### src/rtl/data_table_search_chain.sv
// data_table_search_chain: walks one hash-bucket chain in the data RAM per
// task, one outstanding read at a time, and reports FOUND / NO_ENTRY /
// CHAIN_ERROR with the matched value and the number of entries read.
// Optional feature macro: HT_SEARCH_CHAIN_GUARD_EN enables the MAX_HOPS
// chain-length guard; without it the walk runs to match or tail and the hop
// counter saturates.
module data_table_search_chain #(
  parameter int KEY_WIDTH   = 32,
  parameter int VALUE_WIDTH = 32,
  parameter int A_WIDTH     = 8,
  parameter int TAG_WIDTH   = 8,
  parameter int MAX_HOPS    = 16,
  localparam int HW         = $clog2(MAX_HOPS + 1)
) (
  input  logic                   clk_i,
  input  logic                   rst_n_i,
  input  logic [KEY_WIDTH-1:0]   task_key_i,
  input  logic [A_WIDTH-1:0]     task_head_ptr_i,
  input  logic                   task_head_ptr_val_i,
  input  logic [TAG_WIDTH-1:0]   task_tag_i,
  input  logic                   task_valid_i,
  output logic                   task_ready_o,
  input  logic                   rd_avail_i,
  output logic                   rd_en_o,
  output logic [A_WIDTH-1:0]     rd_addr_o,
  input  logic                   rd_data_val_i,
  input  logic [KEY_WIDTH-1:0]   rd_key_i,
  input  logic [VALUE_WIDTH-1:0] rd_value_i,
  input  logic [A_WIDTH-1:0]     rd_next_ptr_i,
  input  logic                   rd_next_ptr_val_i,
  output logic [1:0]             result_rescode_o,
  output logic [VALUE_WIDTH-1:0] result_value_o,
  output logic [KEY_WIDTH-1:0]   result_key_o,
  output logic [TAG_WIDTH-1:0]   result_tag_o,
  output logic [HW-1:0]          result_hops_o,
  output logic                   result_valid_o,
  input  logic                   result_ready_i
);

  typedef enum logic [1:0] {S_IDLE, S_ISSUE, S_WAIT, S_RESULT} state_t;
  typedef enum logic [1:0] {RC_FOUND, RC_NO_ENTRY, RC_CHAIN_ERROR} rescode_t;

  state_t                 state_q, state_d;
  rescode_t               rescode_q, rescode_d;
  logic [KEY_WIDTH-1:0]   key_q, key_d;
  logic [TAG_WIDTH-1:0]   tag_q, tag_d;
  logic [VALUE_WIDTH-1:0] value_q, value_d;
  logic [HW-1:0]          hops_q, hops_d;
  logic [A_WIDTH-1:0]     addr_q, addr_d;
  logic [HW-1:0]          hop_inc;

  // Hop count after the entry currently being returned
`ifdef HT_SEARCH_CHAIN_GUARD_EN
  assign hop_inc = hops_q + 1'b1;
`else
  assign hop_inc = (hops_q == '1) ? hops_q : hops_q + 1'b1;
`endif

  // State and task/result registers
  always_ff @(posedge clk_i or negedge rst_n_i) begin
    if (!rst_n_i) begin
      state_q   <= S_IDLE;
      rescode_q <= RC_FOUND;
      key_q     <= '0;
      tag_q     <= '0;
      value_q   <= '0;
      hops_q    <= '0;
      addr_q    <= '0;
    end else begin
      state_q   <= state_d;
      rescode_q <= rescode_d;
      key_q     <= key_d;
      tag_q     <= tag_d;
      value_q   <= value_d;
      hops_q    <= hops_d;
      addr_q    <= addr_d;
    end
  end

  // Next-state, register updates and the read request
  always_comb begin
    state_d      = state_q;
    rescode_d    = rescode_q;
    key_d        = key_q;
    tag_d        = tag_q;
    value_d      = value_q;
    hops_d       = hops_q;
    addr_d       = addr_q;
    rd_en_o      = 1'b0;
    task_ready_o = (state_q == S_IDLE);
    case (state_q)
      S_IDLE: begin
        if (task_valid_i) begin
          key_d   = task_key_i;
          tag_d   = task_tag_i;
          hops_d  = '0;
          value_d = '0;
          if (!task_head_ptr_val_i) begin
            rescode_d = RC_NO_ENTRY;
            state_d   = S_RESULT;
          end else begin
            addr_d  = task_head_ptr_i;
            state_d = S_ISSUE;
          end
        end
      end
      S_ISSUE: begin
        rd_en_o = rd_avail_i;
        if (rd_avail_i) state_d = S_WAIT;
      end
      S_WAIT: begin
        if (rd_data_val_i) begin
          hops_d = hop_inc;
          if (rd_key_i == key_q) begin
            rescode_d = RC_FOUND;
            value_d   = rd_value_i;
            state_d   = S_RESULT;
          end else if (!rd_next_ptr_val_i) begin
            rescode_d = RC_NO_ENTRY;
            state_d   = S_RESULT;
`ifdef HT_SEARCH_CHAIN_GUARD_EN
          end else if (hop_inc == HW'(MAX_HOPS)) begin
            rescode_d = RC_CHAIN_ERROR;
            state_d   = S_RESULT;
`endif
          end else begin
            addr_d  = rd_next_ptr_i;
            state_d = S_ISSUE;
          end
        end
      end
      S_RESULT: begin
        if (result_ready_i) state_d = S_IDLE;
      end
      default: state_d = S_IDLE;
    endcase
  end

  assign rd_addr_o        = addr_q;
  assign result_rescode_o = rescode_q;
  assign result_value_o   = value_q;
  assign result_key_o     = key_q;
  assign result_tag_o     = tag_q;
  assign result_hops_o    = hops_q;
  assign result_valid_o   = (state_q == S_RESULT);

endmodule
### config.mk
export PLATFORM = sky130hd
export DESIGN_NAME = data_table_search_chain
export DESIGN_NICKNAME = d
export VERILOG_FILES = /design/src/rtl/data_table_search_chain.sv
export SDC_FILE = /design/constraint.sdc
export NUM_CORES = 1
export LEC_CHECK = 0
export CAP_MARGIN = 20
export CORE_ASPECT_RATIO = 1.1
export CORE_UTILIZATION = 44
export CTS_CLUSTER_DIAMETER = 30
export DETAILED_ROUTE_END_ITERATION = 12
export PLACE_DENSITY = 0.86
export SLEW_MARGIN = 15
export SYNTH_ARGS = -nofsm -noshare
export SYNTH_HDL_FRONTEND = slang
export SYNTH_SLANG_ARGS = --single-unit
### constraint.sdc
create_clock -name clk_i -period 4.2 [get_ports clk_i]
set_clock_uncertainty 0.05 [all_clocks]
set_input_delay 0.84 -clock clk_i [delete_from_list [all_inputs] [get_ports clk_i]]
set_output_delay 0.84 -clock clk_i [all_outputs]
set_load 0.005 [all_outputs]
==> results.json, run 1 <==
{
  "synth_enable_flop_cells": 0,
  "coreArea_um2": 9940,
  "worst-r2r-cell-count": 5,
  "leakage_nw": 2.96,
  "grt_overflow": 0,
  "post_cts_hold_buffer_count": 0,
  "avg_vias_per_cell": 5.38,
  "routed_wire_length_per_instance_um": 18.1,
  "yosys_most_used_dff": "dfrtp_1",
  "max_slew_margin_pct": 35.3,
  "detailedPlace.worstSlack_ps": 799,
  "cts_htree_levels": 3,
  "worstSetupStartpointType": "input port",
  "grt_setup_unrepaired": "false",
  "synth_top_cell_area_share_pct": 48.6,
  "design.die.area_um2": 10700,
  "pwr_per_cell_area_nw_per_um2": 642,
  "synth_area_per_cell_um2": 10.6,
  "finalHoldViolations": 0,
  "finalWirelength_um": 13600,
  "cp_data_arrival_time_ps": 3190,
  "global_route_wire_length_before_repair_um": 21100,
  "antenna_cells_inserted": 0,
  "die-height_um": 108,
  "ioPinCount": 218,
  "grt_start_max_net_pins": 89,
  "gr-usage-all-layers_pct": 25.5,
  "synthTopCellsByArea": "dfrtp_1 (49%), mux2_2 (9.9%), xnor2_1 (6.2%), nand2_1 (5.7%), o221ai_1 (5.4%)",
  "initial_core_util_pct": 45.6,
  "mappedNetlistNets": 559,
  "synth_area_leader_cell": "dfrtp_1",
  "cts.repair.resized": 0,
  "min_path_cells": 1,
  "critical_path.reg2reg.startpoint": "result_key_o[23]$_DFFE_PN0P_",
  "dr.pass1.iters": 4,
  "gp_routability_congestion": 0.785,
  "cts_tree": "built",
  "post_cts_buffers": 0,
  "syn_area_um2": 4530,
  "max_slew.worst_pin.slew_ps": 970,
  "relative_area_change_from_synthesis_to_final_layout_pct": 53.2,
  "placement.io_buffers": 216,
  "number_of_antenna_violations_at_the_first_check_in_global_routing": 0,
  "max_cap_violations": 0,
  "timing.critical_path.fanout_max": 33,
  "std_cell_rows": 38,
  "timing.final.max_slew_violations": 0,
  "async_flop_share_pct": 100,
  "period_share_pct": 71.8,
  "setup_violations": 0,
  "cts-root-buf": "clkbuf_8",
  "die_width_um": 98.8,
  "number_of_clock_sinks_seen_by_cts": 88,
  "irDropWorstVdd_uv": 390,
  "nature_of_the_critical_path_endpoint": "flop",
  "clock_insertion_delay_at_the_later_pin_of_the_skew_report_ps": 360,
  "synthesized_instance_count": 429,
  "detailed_place_hpwl_um": 10000,
  "run_status": "completed",
  "ys_ff_latch": 88,
  "fin_crit_ps": 3010,
  "first_global_vias": 4283,
  "design.final.nets": 761,
  "cts_made_buffers": 9,
  "min_from": "result_tag_o[7]$_DFFE_PN0P_",
  "post-route-drc-count": 0,
  "clock_tree.buffer_depth": 2,
  "synth_warnings": 0,
  "clk_pin_slew_worst_paths_ps": 90,
  "layout-drive-gt1-share_pct": 10.9,
  "crit_path_from": "rd_key_i[23]",
  "drt.antenna.violating_nets": 0,
  "ys_types": 36,
  "cp.required_ps": 4370,
  "ys_seq_area_share_pct": 48.6,
  "drt-initial-drc-count": 233,
  "setup_total_negative_slack_ps": 0,
  "number_of_vias_after_detailed_routing": 4065,
  "max_clock_freq_mhz": 332,
  "crit_type": "in -> reg",
  "min-delay-path-class": "reg -> reg",
  "setup_slack_ps": 1190
}
## placed cells by master, fill, tap and decap left out, drive strengths merged
master           n
ha               2
clkbuf          12
nor4             2
o221ai          32
buf              5
a211oi           2
o211ai           1
o21a             8
or4              2
nor2b            1
xnor2           32
nand2b           2
inv             34
bufinv           2
clkinv           1
o2111ai          8
a21oi           11
o21ai            1
nand4           18
a31oi            1
mux2i           11
and3             1
a22o             3
nand2           69
nor3b            1
nor2            15
conb             1
nand3            9
clkdlybuf4s50  215
mux2            40
xor2             2
dfrtp           88
and2             3
## cells in the mapped netlist (8+ instances only)
master     instances
o221ai_1          28
inv_1             34
o21a_1             8
o2111ai_1          8
nand3_1            9
nand2_1           69
dfrtp_1           88
clkbuf_1          10
buf_2             12
nand4_1           17
nor2_1            14
mux2_2            40
xnor2_1           32
a21oi_1           11
mux2i_1           11
## through the flow
| step | hold WS, ps | util, % | total power [W] | area, um2 | cells |
|---|---|---|---|---|---|
| finish | 468 | 69.9 | 0.00446 | 6940 | 755 |
| global route | 487 | 69.9 | 0.00472 | 6940 | 755 |
| CTS | 474 | 69.8 | 0.00449 | 6940 | 755 |
| detailed placement | 445 | 67.6 | 0.00380 | 6720 | 740 |
| global placement | 440 | 67.6 | 0.00370 | 6720 | 740 |
| floorplan | 452 | - | 0.00262 | 4530 | 429 |
## registers in the layout, summed over array words and instances (netlist names)
register,count
result_hops_o,5
result_tag_o,8
result_value_o,32
result_rescode_o,1
state_q,2
result_key_o,32
rd_addr_o,8
## layout make-up
class	instances	area, um2
clock inverter	3	65.1
sequential	88	2200
clock buffer	12	155
multi-input combinational	278	2050
tap	120	150
fill	705	3000
inverter	34	128
timing repair buffer	220	2190
## worst max-delay path, stage by stage
cell and delay (ps):
clkdlybuf4s50_1 480, xnor2_1 150, nand4_1 200, or4_1 800, nor2_8 490, o221ai_1 200
## report_power, final
| group | switching [W] | total (W) | leakage, nW | internal (W) |
|---|---|---|---|---|
| Combinational | 0.000843 | 0.00218 | 1.84 | 0.00133 |
| Clock | 0.000300 | 0.000665 | 0.112 | 0.000364 |
| Sequential | 0.000384 | 0.00162 | 1.01 | 0.00124 |
## final timing paths
kind                                                   to  slack (ps)
min reg2reg                   result_tag_o[7]$_DFFE_PN0P_         470
min                           result_tag_o[7]$_DFFE_PN0P_         470
max in group asynchronous  result_value_o[20]$_DFFE_PN0P_        3060
min in group asynchronous     result_key_o[0]$_DFFE_PN0P_         490
max reg2reg                 result_value_o[6]$_DFFE_PN0P_        1660
max                         result_value_o[6]$_DFFE_PN0P_        1190
## cell families after synthesis
kind of cell	share of synthesized area, %
multiplexers	12.4
XOR/XNOR	6.57
AO/OA/AOI/OAI	12.2
buffers and inverters	6.21
AND/OR/NAND/NOR	13.4
other	0.0828
flip-flops	48.6
adder cells (fa/ha/maj)	0.552
## routing by layer
metal	up-vias	global-route usage (%)	wire, um	share of wire [%]
met4	0	8.96	296	2.2
met2	167	46.4	7220	53
met1	1970	27.5	5030	37
met3	20	8.79	1100	8.0
li1	1908	-	-	-
met5	-	0	0	0
No activity file was read; power rests on OpenSTA's default activity.
==> run 2, diff against run 1 <==
CORE_UTILIZATION = 41   (was 44)
PLACE_DENSITY = 0.81   (was 0.86)
clock period = 2.8 ns   (was 4.2 ns; I/O delays follow)
==> results.json, run 2 (same netlist as run 1, synthesis figures left out) <==
{
  "run_status": "completed",
  "crit_type": "in -> reg",
  "design.final.nets": 777,
  "detailed_place_hpwl_um": 10400,
  "placement.io_buffers": 216,
  "grt_start_max_net_pins": 47,
  "gr-usage-all-layers_pct": 24.2,
  "clock_tree.buffer_depth": 2,
  "std_cell_rows": 39,
  "totalPowerFinal_w": 0.00694,
  "clock_insertion_delay_at_the_later_pin_of_the_skew_report_ps": 340,
  "max_clock_freq_mhz": 399,
  "drt-initial-drc-count": 194,
  "design.die.area_um2": 11500,
  "first_global_vias": 4407,
  "relative_area_change_from_synthesis_to_final_layout_pct": 59.3,
  "fill_cells": 821,
  "timing.critical_path.fanout_max": 9,
  "layout-drive-gt1-share_pct": 12.9,
  "max_cap_violations": 0,
  "number_of_clock_sinks_seen_by_cts": 88,
  "post_layout_instance_area_um2": 7220,
  "post-route-drc-count": 0,
  "final_common_cell": "clkdlybuf4s50_1",
  "cts.repair.resized": 0,
  "gp_routability_congestion": 0.769,
  "cts-root-buf": "clkbuf_16",
  "period_share_pct": 89.5,
  "setup_violations": 0,
  "fin_crit_ps": 2510,
  "cts_tree": "built",
  "global_route_wire_length_before_repair_um": 21400,
  "irDropWorstVdd_uv": 677,
  "clk_pin_slew_worst_paths_ps": 60,
  "drt.antenna.violating_nets": 0,
  "cp_data_arrival_time_ps": 2660,
  "min-delay-path-class": "in -> async",
  "post_dp_cell_area_um2": 6920,
  "number_of_vias_after_detailed_routing": 4204,
  "dr.pass1.iters": 4,
  "die_width_um": 102,
  "timing.critical_path.depth": 7,
  "slowest_cell_on_the_critical_path": "or4_1",
  "bufs_and_invs_on_worst_path": 2,
  "antenna_cells_inserted": 0,
  "hold_ws_ps": 181,
  "ioPinCount": 218,
  "post_cts_buffers": 0,
  "max_slew_margin_pct": 47.3,
  "routed_wire_length_per_instance_um": 17.1,
  "coreArea_um2": 10600,
  "cp_top_family": "simple AND/OR/NAND/NOR gates",
  "max_slew.worst_pin.slew_ps": 791,
  "grt_setup_unrepaired": "false",
  "cts_htree_levels": 3,
  "slowest_delay_ps": 700,
  "grt_overflow": 0,
  "post_cts_hold_buffer_count": 0,
  "pwr_per_cell_area_nw_per_um2": 962,
  "cts_made_buffers": 9,
  "avg_vias_per_cell": 5.29,
  "timing.final.max_slew_violations": 0,
  "cp_cell_sequence": "clkdlybuf4s50_1 > xnor2_1 > nand4_1 > or4_1 > buf_4 > o2111ai_1 > nand3_1",
  "finalHoldViolations": 0,
  "cp.required_ps": 2960,
  "worstSetupStartpointType": "input port",
  "initial_core_util_pct": 42.8,
  "finalWirelength_um": 13600,
  "number_of_antenna_violations_at_the_first_check_in_global_routing": 0,
  "die-height_um": 112,
  "worst-r2r-cell-count": 5,
  "leakage_nw": 3.08,
  "nature_of_the_critical_path_endpoint": "flop",
  "mostFrequentLayoutCells": "clkdlybuf4s50_1 (215), dfrtp_1 (88), nand2_1 (69)"
}
==> run 2: changes by cell type in the layout (fill, tap and decap cells not counted), sizes merged <==
cell / before / now
clkinvlp: 0 / 1
buf: 5 / 21
clkinv: 1 / 0
bufinv: 2 / 1
clkbuf: 12 / 14
==> run 2: path summary, 6_finish.rpt <==
check                                                 start                            to  slack, ps
worst max-delay path                           rd_key_i[31]      rd_addr_o[1]$_DFFE_PN0P_        290
worst min-delay path                                rst_n_i  result_key_o[26]$_DFFE_PN0P_        180
min in group clk_i              result_tag_o[6]$_DFFE_PN0P_   result_tag_o[6]$_DFFE_PN0P_        460
worst min register to register  result_tag_o[6]$_DFFE_PN0P_   result_tag_o[6]$_DFFE_PN0P_        460
worst max register to register       state_q[1]$_DFFE_PN0P_      rd_addr_o[6]$_DFFE_PN0P_        510
max in group asynchronous                           rst_n_i   result_key_o[3]$_DFFE_PN0P_       1850
==> run 2: metal layers <==
layer / vias up / share of wire [%] / global-route usage (%)
met5: - / 0 / 0
met4: 0 / 2.5 / 9.71
met3: 24 / 8.7 / 7.16
met2: 195 / 53 / 43.2
met1: 2036 / 36 / 26.5
li1: 1949 / - / -
==> run 2: metrics by stage <==
| step | worst slack [ps] | cells | util, % | TNS, ps |
|---|---|---|---|---|
| floorplan | 684 | 429 | - | 0 |
| CTS | 262 | 795 | 68.2 | 0 |
| detailed placement | -96.5 | 779 | 65.3 | -1880 |
| finish | 295 | 795 | 68.2 | 0 |
| global placement | -38.7 | 779 | 65.3 | -912 |
| global route | 210 | 795 | 68.2 | 0 |
==> run 2: cell type report <==
cell class,instances,area (um2),share of cell area [%]
repair buffers,236,2360,32.7
flip-flops and latches,88,2200,30.5
multi-input cells,278,2050,28.4
clock buffers,14,264,3.66
well taps,143,179,2.48
inverters,34,128,1.77
clock inverters,2,37.5,0.520
==> run 2: where the power goes <==
part	internal, W	switching (W)
clock	0.000742	0.000480
sequential	0.00186	0.000546
combinational	0.00204	0.00128
total	0.00464	0.00231
